<file path="config.mk">
export PLATFORM = sky130hd
export DESIGN_NAME = xor_frame_stream_flat
export DESIGN_NICKNAME = d
export VERILOG_FILES = /design/src/rtl/xor_pkg.sv /design/src/rtl/xor_frame_stream_if.sv /design/src/rtl/xor_word.sv /design/src/rtl/xor_frame_stream.sv /design/src/flat_wrapper.sv
export SDC_FILE = /design/constraint.sdc
export NUM_CORES = 1
export LEC_CHECK = 0
export BUFFER_PORTS_ARGS = -buffer_cell sky130_fd_sc_hd__buf_2
export CAP_MARGIN = 5
export CELL_PAD_IN_SITES_DETAIL_PLACEMENT = 0
export CELL_PAD_IN_SITES_GLOBAL_PLACEMENT = 2
export CORE_ASPECT_RATIO = 0.8
export CORE_MARGIN = 4
export CORE_UTILIZATION = 29
export CTS_BUF_LIST = sky130_fd_sc_hd__clkbuf_4 sky130_fd_sc_hd__clkbuf_8 sky130_fd_sc_hd__clkbuf_16
export CTS_CLUSTER_SIZE = 25
export DETAILED_ROUTE_END_ITERATION = 8
export GPL_TIMING_DRIVEN = 0
export PLACE_DENSITY = 0.73
export SYNTH_ARGS = -nofsm -noshare
export SYNTH_HDL_FRONTEND = slang
export SYNTH_HIERARCHICAL = 1
export SYNTH_SLANG_ARGS = --single-unit
</file>
<file path="constraint.sdc">
create_clock -name clk -period 1.3 [get_ports clk]
set_input_delay 0.195 -clock clk [delete_from_list [all_inputs] [get_ports clk]]
set_output_delay 0.195 -clock clk [all_outputs]
set_load 0.02 [all_outputs]
</file>
<file path="src/rtl/xor_pkg.sv">
// xor_pkg: shared mode encodings and width helper for the xor frame stream
package xor_pkg;
  localparam logic MODE_XOR  = 1'b0;
  localparam logic MODE_XNOR = 1'b1;
  function automatic int clog2_min1(input int n);
    int r;
    r = 0;
    while ((1 << r) < n) r++;
    return (r < 1) ? 1 : r;
  endfunction
endpackage

</file>
<file path="src/rtl/xor_frame_stream_if.sv">
// xor_frame_stream_if: operand input and result output stream bundle
interface xor_frame_stream_if import xor_pkg::*; #(
  parameter int WIDTH     = 8,
  parameter int FRAME_LEN = 4
);
  localparam int CW = clog2_min1(FRAME_LEN);
  logic             in_valid;
  logic             in_ready;
  logic [WIDTH-1:0] in_a;
  logic [WIDTH-1:0] in_b;
  logic             invert;
  logic             flush;
  logic             out_valid;
  logic             out_ready;
  logic [WIDTH-1:0] out_data;
  logic [WIDTH-1:0] out_parity;
  logic             out_last;
  logic [CW-1:0]    beat_idx;
  modport master (
    output in_valid, in_a, in_b, invert, flush, out_ready,
    input  in_ready, out_valid, out_data, out_parity, out_last, beat_idx
  );
  modport slave (
    input  in_valid, in_a, in_b, invert, flush, out_ready,
    output in_ready, out_valid, out_data, out_parity, out_last, beat_idx
  );
endinterface

</file>
<file path="src/rtl/xor_word.sv">
// xor_word: combinational per-beat XOR/XNOR of two operands
module xor_word import xor_pkg::*; #(
  parameter int WIDTH = 8
) (
  input  logic [WIDTH-1:0] a,
  input  logic [WIDTH-1:0] b,
  input  logic             invert,
  output logic [WIDTH-1:0] y
);
  assign y = (invert == MODE_XNOR) ? ~(a ^ b) : (a ^ b);
endmodule

</file>
<file path="src/rtl/xor_frame_stream.sv">
// xor_frame_stream: registered XOR/XNOR stream with running per-frame parity
module xor_frame_stream import xor_pkg::*; #(
  parameter int WIDTH     = 8,
  parameter int FRAME_LEN = 4
) (
  input logic              clk,
  input logic              rst_n,
  xor_frame_stream_if.slave bus
);
  localparam int CW = clog2_min1(FRAME_LEN);
  localparam logic [CW-1:0] LAST = CW'(FRAME_LEN - 1);
  logic [CW-1:0]    cnt_q, cnt_d, cnt_eff, idx_q, idx_d;
  logic [WIDTH-1:0] acc_q, acc_d, acc_eff, word, data_q, data_d, par_q, par_d;
  logic             valid_q, valid_d, last_q, last_d, accept, at_last;
  xor_word #(.WIDTH(WIDTH)) u_word (
    .a(bus.in_a), .b(bus.in_b), .invert(bus.invert), .y(word)
  );
  assign bus.in_ready = !valid_q || bus.out_ready;
  assign accept       = bus.in_valid && bus.in_ready;
  // flush zeroes the frame state before the same-cycle beat sees it
  always_comb begin
    cnt_eff = bus.flush ? '0 : cnt_q;
    acc_eff = bus.flush ? '0 : acc_q;
    at_last = (cnt_eff == LAST);
    cnt_d   = accept ? (at_last ? '0 : cnt_eff + 1'b1) : cnt_eff;
    acc_d   = accept ? (at_last ? '0 : acc_eff ^ word) : acc_eff;
    valid_d = accept ? 1'b1 : (bus.out_ready ? 1'b0 : valid_q);
    data_d  = accept ? word : data_q;
    par_d   = accept ? acc_eff ^ word : par_q;
    idx_d   = accept ? cnt_eff : idx_q;
    last_d  = accept ? at_last : last_q;
  end
  always_ff @(posedge clk) begin
    if (!rst_n) begin
      cnt_q   <= '0;
      acc_q   <= '0;
      valid_q <= 1'b0;
      data_q  <= '0;
      par_q   <= '0;
      idx_q   <= '0;
      last_q  <= 1'b0;
    end else begin
      cnt_q   <= cnt_d;
      acc_q   <= acc_d;
      valid_q <= valid_d;
      data_q  <= data_d;
      par_q   <= par_d;
      idx_q   <= idx_d;
      last_q  <= last_d;
    end
  end
  assign bus.out_valid  = valid_q;
  assign bus.out_data   = data_q;
  assign bus.out_parity = par_q;
  assign bus.beat_idx   = idx_q;
  assign bus.out_last   = last_q;
endmodule
</file>
<file path="src/flat_wrapper.sv">
// flat-port wrapper written by rule: the top's interface ports become plain ports
module xor_frame_stream_flat import xor_pkg::*;
#(
  parameter int WIDTH     = 8,
  parameter int FRAME_LEN = 4
)
  (clk, rst_n, bus_in_valid, bus_in_a, bus_in_b, bus_invert, bus_flush, bus_out_ready, bus_in_ready, bus_out_valid, bus_out_data, bus_out_parity, bus_out_last, bus_beat_idx);
  xor_frame_stream_if #(.WIDTH(WIDTH), .FRAME_LEN(FRAME_LEN)) bus_i ();
  input logic clk;
  input logic rst_n;
  input wire logic [$bits(bus_i.in_valid)-1:0] bus_in_valid;
  input wire logic [$bits(bus_i.in_a)-1:0] bus_in_a;
  input wire logic [$bits(bus_i.in_b)-1:0] bus_in_b;
  input wire logic [$bits(bus_i.invert)-1:0] bus_invert;
  input wire logic [$bits(bus_i.flush)-1:0] bus_flush;
  input wire logic [$bits(bus_i.out_ready)-1:0] bus_out_ready;
  output wire logic [$bits(bus_i.in_ready)-1:0] bus_in_ready;
  output wire logic [$bits(bus_i.out_valid)-1:0] bus_out_valid;
  output wire logic [$bits(bus_i.out_data)-1:0] bus_out_data;
  output wire logic [$bits(bus_i.out_parity)-1:0] bus_out_parity;
  output wire logic [$bits(bus_i.out_last)-1:0] bus_out_last;
  output wire logic [$bits(bus_i.beat_idx)-1:0] bus_beat_idx;
  assign bus_i.in_valid = bus_in_valid;
  assign bus_i.in_a = bus_in_a;
  assign bus_i.in_b = bus_in_b;
  assign bus_i.invert = bus_invert;
  assign bus_i.flush = bus_flush;
  assign bus_i.out_ready = bus_out_ready;
  assign bus_in_ready = bus_i.in_ready;
  assign bus_out_valid = bus_i.out_valid;
  assign bus_out_data = bus_i.out_data;
  assign bus_out_parity = bus_i.out_parity;
  assign bus_out_last = bus_i.out_last;
  assign bus_beat_idx = bus_i.beat_idx;
  xor_frame_stream #(.WIDTH(WIDTH), .FRAME_LEN(FRAME_LEN)) u_core (.clk(clk), .rst_n(rst_n), .bus(bus_i));
endmodule
</file>
Word-level counts from Yosys, hierarchy flattened. Index checks and enable logic that the tools add are counted.

Flip-flop bits (word level): 30. Input bits: 22. Output and inout bits: 21. Logic and storage cells: 25.

Add/subtract/negate cells: 1. Eq/ne operators: 1. Mux-type cells: 9. Bitwise operators: 3. Reductions and logical operators: 4.

Operators by type and width (count): $mux W8 (4); $xor A8 B8 Y8 (2); $not A8 Y8 (1); $mux W2 (3); $add A2 B1 Y2 const B (1); $eq A2 B2 Y1 const B (1); $mux W1 (2); $reduce_bool A2 Y1 (1); $logic_and A1 B1 Y1 (1); $logic_not A1 Y1 (1); $logic_or A1 B1 Y1 (1).

Depth between registers and ports, before layout. Gate-level depths: netlist of run 1.

Word-level depth: 6. Depth in mapped cells: 7. Mapped depth without buffers: 5.

Hierarchy. Netlist of run 1, hierarchy kept.

Modules (own cells, without submodules): xor_frame_stream (instances 1, cells each 160, area an instance 1471.4 um^2, sequential area each 600.6 um^2); xor_word (instances 1, cells each 9, area an instance 201.4 um^2, sequential area each 0.0 um^2).

Worst setup path before layout of run 1. No wires, ideal clock.

Path kind: reg-to-reg. Start point: reg u_core.cnt_q[0]. End point: reg u_core.acc_q[1]. Library setup time: 0.079 ns. Arrival time: 1.301 ns. Required time: 1.221 ns. Setup slack: -0.080 ns. Cell stages (with the launch flop): 7. Path buffers: 1. Period minus slack after synthesis: 1.380 ns. Cells stage by stage: dfxtp_1 > nor2b_1 > ha_1 > nand2b_1 > buf_6 > or3_1 > o211ai_1.

Word-level cells in the longest chain between the ends: 4.

Ends and longest elaborated chain: from (decl) (line xor_frame_stream.sv:12) `logic [CW-1:0] cnt_q, cnt_d, cnt_eff, idx_q, idx_d;`; from (signal assigned) (line xor_frame_stream.sv:43) `cnt_q <= cnt_d;`; $mux W2 (line xor_frame_stream.sv:22) `cnt_eff = bus.flush ? '0 : cnt_q;`; via u_core.cnt_eff[0] (line xor_frame_stream.sv:12); $eq A2 B2 Y1 (line xor_frame_stream.sv:24) `at_last = (cnt_eff == LAST);`; via u_core.at_last (line xor_frame_stream.sv:14) `logic valid_q, valid_d, last_q, last_d, accept, at_last;`; $mux W8 (2 in series) (line xor_frame_stream.sv:26) `acc_d = accept ? (at_last ? '0 : acc_eff ^ word) : acc_eff;`; to (signal assigned) (line xor_frame_stream.sv:36) `acc_q <= '0;`; to (signal assigned) (line xor_frame_stream.sv:44) `acc_q <= acc_d;`; to (decl) (line xor_frame_stream.sv:13) `logic [WIDTH-1:0] acc_q, acc_d, acc_eff, word, data_q, data_d, par_q, par_d;`.

The timed path passes the listed nets, and every way through them passes these cells. A chain may end at the register's enable or synchronous reset.

Worst setup path after layout of run 1.
Start point: reg u_core.cnt_q[1]. End point: reg u_core.acc_q[2].

The elaborated chain is that of the path after synthesis.

==> run_results.csv, run 1 <==
group,metric,value,unit
sta,clock-skew-final,7.919,ps
sta,setup_slack,-63.71,ps
cells_and_area,insertedDiodeCount,0,
floorplanning,die_w,92.92,um
critical_path,crit_path_max_fanout,8,
clock_network,clockBufferDepth,2,
floorplanning,io-pin-count,43,
drt,finalWirelength,4.633,mm
global_route,track_usage,13.60,%
pwr,finalPower,2.465,mW
clock_network,ctsRootBufferMaster,"clkbuf_8",
pwr,vdd_drop_max,0.0004214,V
cells_and_area,mostFrequentLayoutCell,"buf_2",
floorplanning,die_area,0.007055,mm2
placed_design,dp_hpwl,3.252,mm
sta,drv_slew,0,
global_route,busiest_layer,"met2",
logic_synthesis,ys_ff_latch,30,
global_route,antenna_found_initial,0,
drt,dr.pass1.iters,4,
sta,slew_headroom,65.24,%
clock_network,clk_pin_slew,70,ps
clock_network,numCtsBuffers,5,
drt,wl_per_cell,15.24,um
clock_network,htree_num_levels,2,
sta,finalSetupViolCount,5,
logic_synthesis,synthCells,169,
drt,drt_iter0_drc,92,
sta,grt_setup_unrepaired,"yes",
global_route,grt_overflow,0,
drt,drtAntennaViolNets,0,
sta,tightest_slew,521.4,ps
run_status,violations,"setup timing",
critical_path,setup.worst_path.end_class,"register",
logic_synthesis,synth_cell_types,33,
pwr,p_leak,0.9460,nW
sta,period_share,104.9,%
clock_network,cts_sinks,30,
global_route,use_met3,3.564,%
sta,finalWorstPathRequiredPeriod,1364,ps
logic_synthesis,ys_warn_count,6,
critical_path,path_class,"reg -> reg",
drt,drc,0,
clock_network,clock_latency,290,ps
global_route,grt_pass1_wl,7.521,mm
critical_path,critical_path_arrival,1570,ps
drt,vias_per_cell,4.806,
clock_network,cts_tree,"done",
cells_and_area,area_growth,34.33,%
floorplanning,die_h,75.93,um
cells_and_area,final_util,40.67,%
floorplanning,start_util,30.28,%
critical_path,cp-start-kind,"register",
logic_synthesis,netlist_area,0.001673,mm2
critical_path,cp.required,1500,ps
clock_network,hold_buffers,0,
sta,fmax,0.7333,GHz
global_route,grt_util_met1,19.11,%
sta,hold_viol,0,
hold_path,min_path_type,"in -> reg",
global_route,grt_max_degree,18,
cells_and_area,layout.nets,249,
floorplanning,coreArea,0.005525,mm2
cells_and_area,final_cell_mix,"43 x buf_2, 29 x dfxtp_1, 22 x a21oi_1, 12 x nand3_1",
global_route,use_met2,20.20,%
run,cap_violations,0,
placed_design,gp_congestion,0.7087,
logic_synthesis,seq_area_frac_synth,35.90,%
cells_and_area,layout-drive-gt1-share,39.38,%
floorplanning,row_count,24,
placed_design,portBuffers,40,
global_route,grt_pass1_vias,1437,
logic_synthesis,synth_fp_nets,193,
pwr,power.density,1097,mW/mm2
run_status,outcome,"complete, but fails checks",
logic_synthesis,synth_area_per_cell,9.899,um2
drt,vias,1461,
-- synthesized netlist by cell type --
cell      instances  area (um2)
dfxtp_1          30       600.6
a21oi_1          22       110.1
o21ai_0          15       75.07
nand3_1          12       60.06
xor3_1            8       190.2
a211oi_1          7       52.55
o211ai_1          7       52.55
or3_1             7       43.79
nand4_1           6       37.54
a211o_1           5       43.79
buf_6             5       56.30
xor2_1            5       43.79
buf_2             4       20.02
nand2b_1          4       25.02
buf_4             3       22.52
nand2b_4          3       41.29
nor2_1            3       11.26
xnor2_1           3       26.28
and2b_2           2       17.52
ha_1              2       25.02
nand4b_1          2       17.52
nor2b_1           2       12.51
o311ai_0          2       17.52
a211oi_2          1       12.51
and2b_1           1       7.510
buf_1             1       3.750
clkbuf_1          1       3.750
clkbuf_2          1       5.000
clkinv_1          1       3.750
clkinv_4          1       8.760
inv_2             1       3.750
nor2b_4           1       13.76
or2b_1            1       7.510
-- per-layer routing --
metal	wire length, um	up-vias	share of wire, %
li1	-	736	-
met1	2229	679	48
met2	2094	41	45
met3	265	5	5.7
met4	43	0	0.93
met5	0	-	0
-- flip-flops by register name (all words and copies together) (netlist names) --
| register | cells |
|---|---|
| u_core/bus.out_valid | 1 |
| u_core/cnt_q | 2 |
| u_core/acc_q | 8 |
| u_core/bus.out_parity | 8 |
| u_core/bus.out_last | 1 |
| u_core/bus.beat_idx | 2 |
| u_core/bus.out_data | 8 |
-- timing repair --
action,CTS,global route
gates cloned,0,1
pin swaps,6,5
gates resized for setup,20,11
buffers inserted,5,4
setup endpoints to repair,15,27
-- where the power goes --
group	total, mW	switching, mW	internal, mW
sequential	1.03	0.0338	0.996
combinational	0.627	0.341	0.286
clock	0.809	0.383	0.425
-- stage by stage --
stage | setup slack [ps] | instances | TNS [ps] | hold slack, ps | area (um2)
floorplan | 13.98 | 169 | 0 | 371.5 | 1698
global placement | -181.1 | 287 | -1459 | 462.4 | 1996
detailed placement | -197.6 | 287 | -1576 | 467.3 | 1996
CTS | -115.1 | 299 | -493.8 | 221.1 | 2158
global route | -100.2 | 304 | -1095 | 231.9 | 2247
finish | -63.71 | 304 | -214.8 | 230.8 | 2247
-- kinds of logic after synthesis --
logic type	count (synthesis)	share of synthesized area, %
XOR/XNOR	16	15.56
flip-flops	30	35.90
buffers and inverters	18	7.628
AO/OA/AOI/OAI	59	21.77
AND/OR/NAND/NOR	44	17.65
adder cells (fa/ha/maj)	2	1.496
-- path summary, 6_finish.rpt --
kind	startpoint	to	slack (ps)	cells past startpoint
max reg2reg	u_core/cnt_q[1]	u_core/acc_q[2]	-60	6
min reg2reg	u_core/bus.out_data[4]	u_core/bus.out_data[4]	460	2
min	rst_n	u_core/acc_q[0]	230	3
max	u_core/cnt_q[1]	u_core/acc_q[2]	-60	6
-- area by class of cell --
cell class                      count  area, um2
Sequential cell                    30      601.8
Timing Repair Buffer               50      296.5
Buffer                             14      127.6
Tap cell                           78      97.59
Clock buffer                        6      82.58
Fill cell                         584       3278
Multi-Input combinational cell    121       1010
Clock inverter                      2      12.51
Inverter                            3      18.77
-- worst max-delay path, cell delays in order (launching register included) --
cell and delay (ps):
dfxtp_1 300, nor2b_4 140, ha_4 160, nand2b_4 140
buf_6 140, or3_1 300, o211ai_1 100
Power figures use the tool's default switching activity.
==> run 2: changes to the inputs <==
--- a/config.mk
+++ b/config.mk
@@ -6,7 +6,6 @@
 export NUM_CORES = 1
 export LEC_CHECK = 0
 export BUFFER_PORTS_ARGS = -buffer_cell sky130_fd_sc_hd__buf_2
-export CAP_MARGIN = 5
 export CELL_PAD_IN_SITES_DETAIL_PLACEMENT = 0
 export CELL_PAD_IN_SITES_GLOBAL_PLACEMENT = 2
 export CORE_ASPECT_RATIO = 0.8
@@ -17,6 +16,7 @@
 export DETAILED_ROUTE_END_ITERATION = 8
 export GPL_TIMING_DRIVEN = 0
 export PLACE_DENSITY = 0.73
+export SETUP_SLACK_MARGIN = 0.1
 export SYNTH_ARGS = -nofsm -noshare
 export SYNTH_HDL_FRONTEND = slang
 export SYNTH_HIERARCHICAL = 1
==> run 2 against run 1 <==
The flow still finishes with violations (setup timing). Utilization rose by 3.6 points. Setup slack improved by 15 ps. Clock skew shrank 3.3 ps. Count of clock-buffer cells in the layout grew 2. Sequential power hardly changed. Fmax rose by 1.1%. Sequential cell count unchanged. Clock power rose by 11%. Critical path depth is 1 lower. Critical endpoint is now bus_in_ready. Largest power group unchanged.
==> run_results.csv, run 2 (synthesis gave the netlist of run 1 again) <==
group,metric,value,unit
run_status,outcome,"complete, but fails checks",
run_status,violations,"setup timing",
cells_and_area,final_cell_mix,"43 x buf_2, 29 x dfxtp_1, 13 x a21oi_1, 11 x o21ai_1, 10 x buf_6",
sta,clock-skew-final,4.586,ps
clock_network,clk_pin_slew,70,ps
sta,setup_slack,-49.12,ps
global_route,grt_overflow,0,
floorplanning,io-pin-count,43,
placed_design,gp_congestion,0.6944,
critical_path,cpMaxStageDelayCell,"dfxtp_2",
placed_design,dp_hpwl,3.159,mm
pwr,p_int,1.854,mW
global_route,grt_pass1_wl,7.645,mm
placed_design,dpl.cell_count,287,
cells_and_area,fillers,570,
clock_network,htree_num_levels,2,
global_route,grt_max_degree,11,
sta,finalSetupViolCount,6,
sta,tightest_slew,496.6,ps
sta,fmax,0.7412,GHz
sta,slew_headroom,66.89,%
cells_and_area,layout.nets,252,
pwr,finalPower,2.651,mW
cells_and_area,register_area,601.8,um2
floorplanning,row_count,24,
drt,drc,0,
pwr,power.density,1083,mW/mm2
clock_network,numCtsBuffers,5,
clock_network,clock_latency,280,ps
cells_and_area,multi_input_area,0.001135,mm2
sta,grt_setup_unrepaired,"yes",
critical_path,cp_common_cell,"buf_6",
clock_network,hold_buffers,0,
pwr,vdd_drop_max,0.0005910,V
global_route,grt_pass1_vias,1460,
pwr,seqPwrFrac,39.3,%
sta,finalWorstPathRequiredPeriod,1349,ps
clock_network,clockBufferDepth,2,
floorplanning,start_util,30.28,%
sta,holdWs,250.4,ps
clock_network,cts_sinks,30,
pwr,p_leak,1.009,nW
critical_path,critical_path_buf_inv_count,4,
drt,finalWirelength,4.904,mm
sta,finalSetupTns,-199.3,ps
pwr,pwr-share-comb,26.7,%
critical_path,cp-start-kind,"register",
floorplanning,die_h,75.93,um
sta,hold_viol,0,
critical_path,setup.worst_path.end_class,"primary output",
sta,period_share,103.8,%
placed_design,place_ws,-174.4,ps
critical_path,path_class,"reg -> out",
cells_and_area,area_growth,46.37,%
floorplanning,die_area,0.007055,mm2
drt,vias_per_cell,4.896,
cells_and_area,mostFrequentLayoutCell,"buf_2",
critical_path,critical_path_arrival,1150,ps
pwr,p_switching,0.7967,mW
drt,dr.pass1.iters,4,
critical_path,cp_cell_sequence,"nor2b_4 > buf_6 > clkinv_8 > buf_6 > buf_6",
cells_and_area,layout-drive-gt1-share,47.60,%
drt,drt_iter0_drc,92,
clock_network,cts_tree,"done",
global_route,track_usage,13.84,%
run,cap_violations,0,
pwr,pwr-share-clk,34.0,%
cells_and_area,instances_no_fill,307,
global_route,antenna_found_initial,0,
drt,drtAntennaViolNets,0,
hold_path,min_path_type,"in -> reg",
critical_path,cp_slowest_stage_delay,330,ps
drt,vias,1503,
floorplanning,die_w,92.92,um
critical_path,critPathTopFamily,"buffers and inverters",
critical_path,crit_path_max_fanout,2,
cells_and_area,insertedDiodeCount,0,
placed_design,portBuffers,40,
critical_path,cp.required,1110,ps
sta,drv_slew,0,
floorplanning,coreArea,0.005525,mm2
drt,wl_per_cell,15.97,um
clock_network,ctsRootBufferMaster,"clkbuf_8",
pwr,switching_share,30.05,%
-- run 2: changes by cell type in the layout (fill, tap and decap cells not counted), moves of 3 or more --
cell	delta
a21oi_1	-9
a211oi_1	-4
a21oi_2	+4
nand3_1	-3
a211oi_2	+4
o21ai_0	-3
nand3_2	+3
a21oi_4	+5
-- run 2: path summary, 6_finish.rpt --
| path | from | end | slack [ps] | depth (start not counted) |
|---|---|---|---|---|
| setup / recovery | u_core/bus.out_valid | bus_in_ready | -50 | 5 |
| hold / removal | rst_n | u_core/acc_q[0] | 250 | 3 |
| setup reg to reg | u_core/cnt_q[0] | u_core/acc_q[3] | -40 | 6 |
| hold reg to reg | u_core/bus.out_data[3] | u_core/bus.out_data[3] | 470 | 2 |
-- run 2: final cells by class --
| class | instances | area share (%) |
|---|---|---|
| repair buffers | 52 | 14.00 |
| flip-flops and latches | 30 | 24.58 |
| multi-input cells | 121 | 46.35 |
| plain buffers | 15 | 5.621 |
| clock buffers | 8 | 4.497 |
| inverters | 3 | 0.9709 |
| well taps | 78 | 3.986 |
-- run 2: worst min-delay path: cells and delay by family --
kind	cells	cell delay, ps
buffers and inverters	1	160
AO/OA/AOI/OAI	2	120
-- run 2: metrics by stage --
step                area, um2  utilization, %
floorplan                1699               -
global placement         1997           36.14
detailed placement       1997           36.14
CTS                      2296           41.55
global route             2449           44.32
finish                   2449           44.32
-- run 2: timing repair --
action,4_1_cts,5_1_grt
resized for setup,38,23
buffers inserted,8,2
pin swaps,3,5
setup endpoints to repair,17,30
endpoints found under the hold margin,0,0
gates cloned,1,2
-- run 2: metal layers --
layer | wire, um | share of wire, % | vias up | track usage, %
li1 | - | - | 745 | -
met1 | 2574 | 52 | 702 | 20.06
met2 | 1961 | 40 | 46 | 19.27
met3 | 301 | 6.1 | 10 | 4.059
met4 | 66 | 1.3 | 0 | 4.978
met5 | 0 | 0 | - | 0
-- run 2: power groups by stage --
stage | Combinational (mW) | Clock, mW | Sequential [mW]
finish | 0.708 | 0.901 | 1.04
global route | 0.765 | 0.967 | 1.05
CTS | 0.653 | 0.922 | 1.04
detailed placement | 0.588 | 0 | 1.05
global placement | 0.589 | 0 | 1.05
floorplan | 0.350 | 0 | 1.11
